--- config.mk ---
export PLATFORM = sky130hd
export DESIGN_NAME = s_ctrl_nbuf
export DESIGN_NICKNAME = d
export VERILOG_FILES = /design/src/rtl/s_ctrl_nbuf.sv
export SDC_FILE = /design/constraint.sdc
export NUM_CORES = 1
export LEC_CHECK = 0
export CAP_MARGIN = 10
export CORE_MARGIN = 10
export CORE_UTILIZATION = 46
export DETAILED_ROUTE_END_ITERATION = 10
export PLACE_DENSITY = 0.89
export SYNTH_ARGS = -nofsm -noshare
export SYNTH_HDL_FRONTEND = slang
export SYNTH_SLANG_ARGS = --single-unit
--- constraint.sdc ---
create_clock -name clk -period 2.7 [get_ports clk]
set_clock_uncertainty 0.2 [all_clocks]
set_input_delay 0.54 -clock clk [delete_from_list [all_inputs] [get_ports clk]]
set_output_delay 0.54 -clock clk [all_outputs]
set_load 0.03 [all_outputs]
--- src/rtl/s_ctrl_nbuf.sv ---
// s_ctrl_nbuf: N-slot source ring controller for the compute core.
// Tracks NUM_BUF source slots as a ring with per-slot fill and "last job" flags.
// Starts compute on the oldest full slot (s_init) and hands results to dst
// when the downstream is ready (s_fin_in).
// Optional feature: define S_CTRL_STALL_CNT_EN to count HOLD cycles in stall_cnt;
// without it stall_cnt is tied to zero.
module s_ctrl_nbuf #(
  parameter int NUM_BUF = 2,
  parameter int CNT_W   = 16,
  localparam int SW     = (NUM_BUF > 2) ? $clog2(NUM_BUF) : 1
) (
  input  logic               clk,
  input  logic               rst,
  input  logic               run,
  input  logic               src_fin,
  input  logic               src_last,
  input  logic               s_fin,
  input  logic               dst_ready,
  output logic               s_init,
  output logic               s_fin_in,
  output logic [SW-1:0]      rd_slot,
  output logic [SW-1:0]      wr_slot,
  output logic               src_ready,
  output logic [NUM_BUF-1:0] slot_full,
  output logic               done,
  output logic               ovf_err,
  output logic [CNT_W-1:0]   stall_cnt
);

  // Controller states
  localparam logic [1:0] ST_WAIT_SRC = 2'd0;
  localparam logic [1:0] ST_COMPUTE  = 2'd1;
  localparam logic [1:0] ST_HOLD     = 2'd2;
  localparam logic [1:0] ST_DONE     = 2'd3;

  // Highest slot index; ring pointers wrap explicitly so NUM_BUF need not be 2^n
  localparam logic [SW-1:0] LAST_SLOT = SW'(NUM_BUF - 1);
  localparam logic [SW-1:0] ONE_SLOT  = SW'(1);

  logic [1:0]         state_reg, state_next;
  logic [SW-1:0]      rd_slot_reg, rd_slot_next;
  logic [SW-1:0]      wr_slot_reg, wr_slot_next;
  logic [SW-1:0]      rd_slot_inc, wr_slot_inc;
  logic [NUM_BUF-1:0] slot_full_reg, slot_full_next;
  logic [NUM_BUF-1:0] slot_last_reg, slot_last_next;
  logic               s_init_reg, s_init_next;
  logic               src_ready_reg, src_ready_next;
  logic               ovf_err_reg, ovf_err_next;

  logic               src_accept;
  logic               in_job;
  logic               cur_last;
  logic               nxt_full;
  logic               handoff;
  logic               start_job;

  // Ring pointer successors with explicit wrap
  assign rd_slot_inc = (rd_slot_reg == LAST_SLOT) ? '0 : rd_slot_reg + ONE_SLOT;
  assign wr_slot_inc = (wr_slot_reg == LAST_SLOT) ? '0 : wr_slot_reg + ONE_SLOT;

  // A write is only taken when a slot is free; otherwise it is an overflow
  assign src_accept = src_fin & src_ready_reg;

  assign in_job   = (state_reg == ST_COMPUTE) | (state_reg == ST_HOLD);
  assign cur_last = slot_last_reg[rd_slot_reg];
  assign nxt_full = slot_full_reg[rd_slot_inc];

  // Hand a result to dst only when something can follow it: either the next
  // slot already holds a job, or the current job is the final one.
  assign handoff = in_job
                 & (s_fin | (state_reg == ST_HOLD))
                 & dst_ready
                 & (nxt_full | cur_last);

  assign start_job = (state_reg == ST_WAIT_SRC) & slot_full_reg[rd_slot_reg];

  // Per-slot flag update: hand-off frees the read slot, an accepted write
  // fills the write slot. Both can happen in one cycle on different slots.
  genvar gi;
  generate
    for (gi = 0; gi < NUM_BUF; gi++) begin : g_slot
      logic set_hit;
      logic clr_hit;

      assign set_hit = src_accept & (wr_slot_reg == SW'(gi));
      assign clr_hit = handoff & (rd_slot_reg == SW'(gi));

      assign slot_full_next[gi] = clr_hit ? 1'b0 :
                                  set_hit ? 1'b1 : slot_full_reg[gi];
      assign slot_last_next[gi] = clr_hit ? 1'b0 :
                                  set_hit ? src_last : slot_last_reg[gi];
    end
  endgenerate

  // Next-state and s_init trigger decode
  always_comb begin
    state_next  = state_reg;
    s_init_next = 1'b0;
    case (state_reg)
      ST_WAIT_SRC: begin
        if (start_job) begin
          state_next  = ST_COMPUTE;
          s_init_next = 1'b1;
        end
      end
      ST_COMPUTE, ST_HOLD: begin
        if (handoff) begin
          if (cur_last) begin
            state_next = ST_DONE;
          end else begin
            state_next  = ST_COMPUTE;
            s_init_next = 1'b1;
          end
        end else if (s_fin && (state_reg == ST_COMPUTE)) begin
          // Result ready but cannot be handed off yet: park it
          state_next = ST_HOLD;
        end
      end
      ST_DONE: begin
        state_next = ST_DONE;
      end
      default: begin
        state_next = ST_WAIT_SRC;
      end
    endcase
  end

  // Pointer, error and ready decode
  always_comb begin
    rd_slot_next   = handoff ? rd_slot_inc : rd_slot_reg;
    wr_slot_next   = src_accept ? wr_slot_inc : wr_slot_reg;
    ovf_err_next   = ovf_err_reg | (src_fin & ~src_ready_reg);
    // Registered so a slot freed this cycle shows up as ready next cycle
    src_ready_next = run & ~(&slot_full_next) & (state_next != ST_DONE);
  end

  // Controller state registers; run low clears like reset
  always_ff @(posedge clk or posedge rst) begin
    if (rst) begin
      state_reg     <= ST_WAIT_SRC;
      rd_slot_reg   <= '0;
      wr_slot_reg   <= '0;
      slot_full_reg <= '0;
      slot_last_reg <= '0;
      s_init_reg    <= 1'b0;
      src_ready_reg <= 1'b0;
      ovf_err_reg   <= 1'b0;
    end else if (!run) begin
      state_reg     <= ST_WAIT_SRC;
      rd_slot_reg   <= '0;
      wr_slot_reg   <= '0;
      slot_full_reg <= '0;
      slot_last_reg <= '0;
      s_init_reg    <= 1'b0;
      src_ready_reg <= 1'b0;
      ovf_err_reg   <= 1'b0;
    end else begin
      state_reg     <= state_next;
      rd_slot_reg   <= rd_slot_next;
      wr_slot_reg   <= wr_slot_next;
      slot_full_reg <= slot_full_next;
      slot_last_reg <= slot_last_next;
      s_init_reg    <= s_init_next;
      src_ready_reg <= src_ready_next;
      ovf_err_reg   <= ovf_err_next;
    end
  end

`ifdef S_CTRL_STALL_CNT_EN
  localparam logic [CNT_W-1:0] CNT_ONE = CNT_W'(1);

  logic [CNT_W-1:0] stall_cnt_reg;

  // Count cycles spent parked in HOLD, saturating at all-ones
  always_ff @(posedge clk or posedge rst) begin
    if (rst) begin
      stall_cnt_reg <= '0;
    end else if (!run) begin
      stall_cnt_reg <= '0;
    end else if ((state_reg == ST_HOLD) && (stall_cnt_reg != '1)) begin
      stall_cnt_reg <= stall_cnt_reg + CNT_ONE;
    end
  end

  assign stall_cnt = stall_cnt_reg;
`else
  assign stall_cnt = '0;
`endif

  assign s_init    = s_init_reg;
  assign s_fin_in  = handoff;
  assign rd_slot   = rd_slot_reg;
  assign wr_slot   = wr_slot_reg;
  assign src_ready = src_ready_reg;
  assign slot_full = slot_full_reg;
  assign done      = (state_reg == ST_DONE);
  assign ovf_err   = ovf_err_reg;

endmodule

==> metrics.md <==
| Metric | Value |
|---|---|
| Status | `complete, no violations` |
| Layout Cells excl Fill | `132` |
| Post-synthesis instance total | `89` |
| Clk pwr share | `0.198` |
| Synth warn | `0` |
| Syn Area/Cell | `9.19 µm²` |
| Largest net degree at the start of global routing | `12` |
| Detailed Routing Iterations Pass 1 | `4` |
| # rows | `15` |
| Die footprint | `3870 µm²` |
| Unrepaired setup endpoints after global routing | `no` |
| Number of buffers created by CTS | `3` |
| Via count | `665` |
| Top cells by count, synth | `buf_4, dfrtp_1, nor2_1` |
| Hold path depth | `1` |
| Hpwl dp | `1480 µm` |
| Initial core utilization | `0.479` |
| Gr usage total | `0.0952` |
| Global routing usage on met2 | `0.149` |
| Skew-Pair Late Insertion Delay | `0.29 ns` |
| Top-area cell type share of the netlist area | `0.336` |
| DRT antenna net count | `0` |
| Worst-case reg-to-reg path depth | `7` |
| Sink Count | `11` |
| Mapped cell area | `818 µm²` |
| Switching pwr | `0.260 mW` |
| GPL Wtd Cong | `0.821` |
| TritonCTS clock tree | `done` |
| Sw frac | `0.423` |
| Total power | `0.615 mW` |
| Die Width | `62.2 µm` |
| Initial antenna violation count | `0` |
| Initial DRC Count | `13` |
| Final non-filler cell area | `960 µm²` |
| Final Hold Fails | `0` |
| Placed Instances | `128` |
| Number of synthesized register bits | `11` |
| Met1 Use GR | `0.110` |
| Worst setup path start | `state_reg[0]$_DFF_PP0_` |
| Post-route clock period utilization | `0.920` |
| Achievable clock frequency | `0.403 GHz` |
| Ant. Diodes | `0` |
| Hold Path Origin | `ovf_err$_DFF_PP0_` |
| Unique cell type count in the Yosys netlist | `34` |
| Die height | `62.2 µm` |
| Root buffer cell | `clkbuf_4` |
| Worst setup SP type | `register` |
| Area after DPL | `933 µm²` |
| Setup CP Type | `reg2out` |
| Comb pwr share | `0.439` |
| Layout cells sized above 1 | `0.103` |
| Setup TNS | `0 ns` |
| GRT met3 Usage | `0.0394` |
| Max-Cap Viols | `0` |
| CP Capture Type | `output port` |
| Max-slew violation count | `0` |
| Post-CTS Setup Bufs | `0` |
| Core Region | `1710 µm²` |
| First-pass GRT wire length | `3090 µm` |
| Min Hold Slack | `0.294 ns` |
| Leading area contributor after synthesis | `dfrtp_1` |
| Vias/cell | `5.04` |
| Most numerous cell in the Yosys netlist | `buf_4` |
| Post-synth ARST share | `1.00` |
| HP Class | `reg2reg` |
| PwrDens | `641 nW/µm²` |
| Wirelength per Cell | `13.7 µm` |
| CTS clk-pin slew, worst paths | `0.08 ns` |
| Clock Path Buffers | `2` |
| Top cells by area, synth | `dfrtp_1, buf_4, ha_1` |
| Minimum clock period | `2.48 ns` |
| Hold_buf cts | `0` |
| Cell Int Power | `0.355 mW` |
| VDD IR-drop max | `0.371 mV` |
| Final net count | `120` |
| GR peak layer | `met2` |
| Final Setup Violations | `0` |
| GRT Residual Overflow | `0` |
| CTS H-tree lvls | `1` |
| Post-synth EDFFs | `0` |
| Critical Path RT | `1.96 ns` |
| Syn-to-layout area delta | `17.3%` |
| Post-synthesis sequential area ratio | `0.336` |
| PortBufs | `15` |
| Synth Flop Type | `dfrtp_1` |
| Sequential share of power | `0.363` |
| Critical Path AT | `1.74 ns` |
| Routed WL | `1800 µm` |
| Reg2reg start | `state_reg[0]$_DFF_PP0_` |
| CTS resizes | `0` |
| Vias in the first global route | `683` |
| IO Pins | `32` |
| CP max FO | `5` |
| Residual DRC | `0` |
| P_leak | `0.472 nW` |
power by group through the flow:
stage / Clock (mW) / Combinational (mW) / Sequential (mW)
after global routing: 0.129 / 0.303 / 0.230
after detailed placement: 0 / 0.269 / 0.226
after global placement: 0 / 0.264 / 0.224
after floorplan: 0 / 0.179 / 0.255
final: 0.122 / 0.270 / 0.223
after CTS: 0.123 / 0.270 / 0.223
worst max-delay path, cell delays in order (launching register included):
cell and delay (ns):
dfrtp_1 0.43, inv_1 0.11, ha_1 0.34, o211a_1 0.22, nand3_2 0.11, inv_2 0.09, buf_4 0.16
worst paths after layout:
path	to	slack, ns
setup / recovery	s_fin_in	0.22
hold / removal	ovf_err$_DFF_PP0_	0.29
setup reg to reg	state_reg[1]$_DFF_PP0_	0.71
hold reg to reg	ovf_err$_DFF_PP0_	0.29
max in group asynchronous	slot_full[1]$_DFF_PP0_	1.65
min in group asynchronous	s_init$_DFF_PP0_	0.34
layer usage:
metal	vias up	part of all wire
met3	5	0.088
li1	312	-
met4	0	0.016
met2	34	0.46
met1	314	0.44
met5	-	0
area by class of cell:
type,instances,area [µm²]
clock buffers,4,26.3
fillers,159,748
inverters,7,26.3
multi-input cells,70,453
flip-flops and latches,11,275
well taps,25,31.3
repair buffers,15,148
metrics by stage:
stage,util,worst slack (ns)
floorplan,-,0.747
finish,0.562,0.216
CTS,0.562,0.223
detailed placement,0.547,0.354
global placement,0.547,0.415
global route,0.562,0.138
kinds of logic (layout without fill, tap and decap cells):
kind of cell | Yosys count | count (layout) | share of synthesized area
xor gates and xnor gates | 2 | 2 | 0.0214
and+or+nand+nor | 26 | 26 | 0.179
buffers and inverters | 23 | 26 | 0.179
AOI/OAI and AO/OA | 18 | 18 | 0.165
DFF | 11 | 11 | 0.336
muxes | 3 | 3 | 0.0382
other | 1 | 16 | 0.00458
adders and majority gates | 5 | 5 | 0.0765
cell usage in the layout, fill, tap and decap left out, drive strengths merged:
master and n:
and2 2, or3 1, nand3 2, a311oi 1
clkbuf 4, a21boi 1, o32ai 1, and4 1
inv 7, nand2b 1, conb 16, and3b 1
a21oi 3, or2 1, mux2 1, o2111a 1
o21ai 4, nor3b 1, mux2i 2, ha 5
nor4b 1, a22o 1, xnor2 2, o31ai 1
o211a 2, dfrtp 11, nor2 7, or3b 1
nand2 6, buf 1, o21a 2, nor2b 1
a211oi 1, clkdlybuf4s50 14
(Power assumes the default switching activity.)
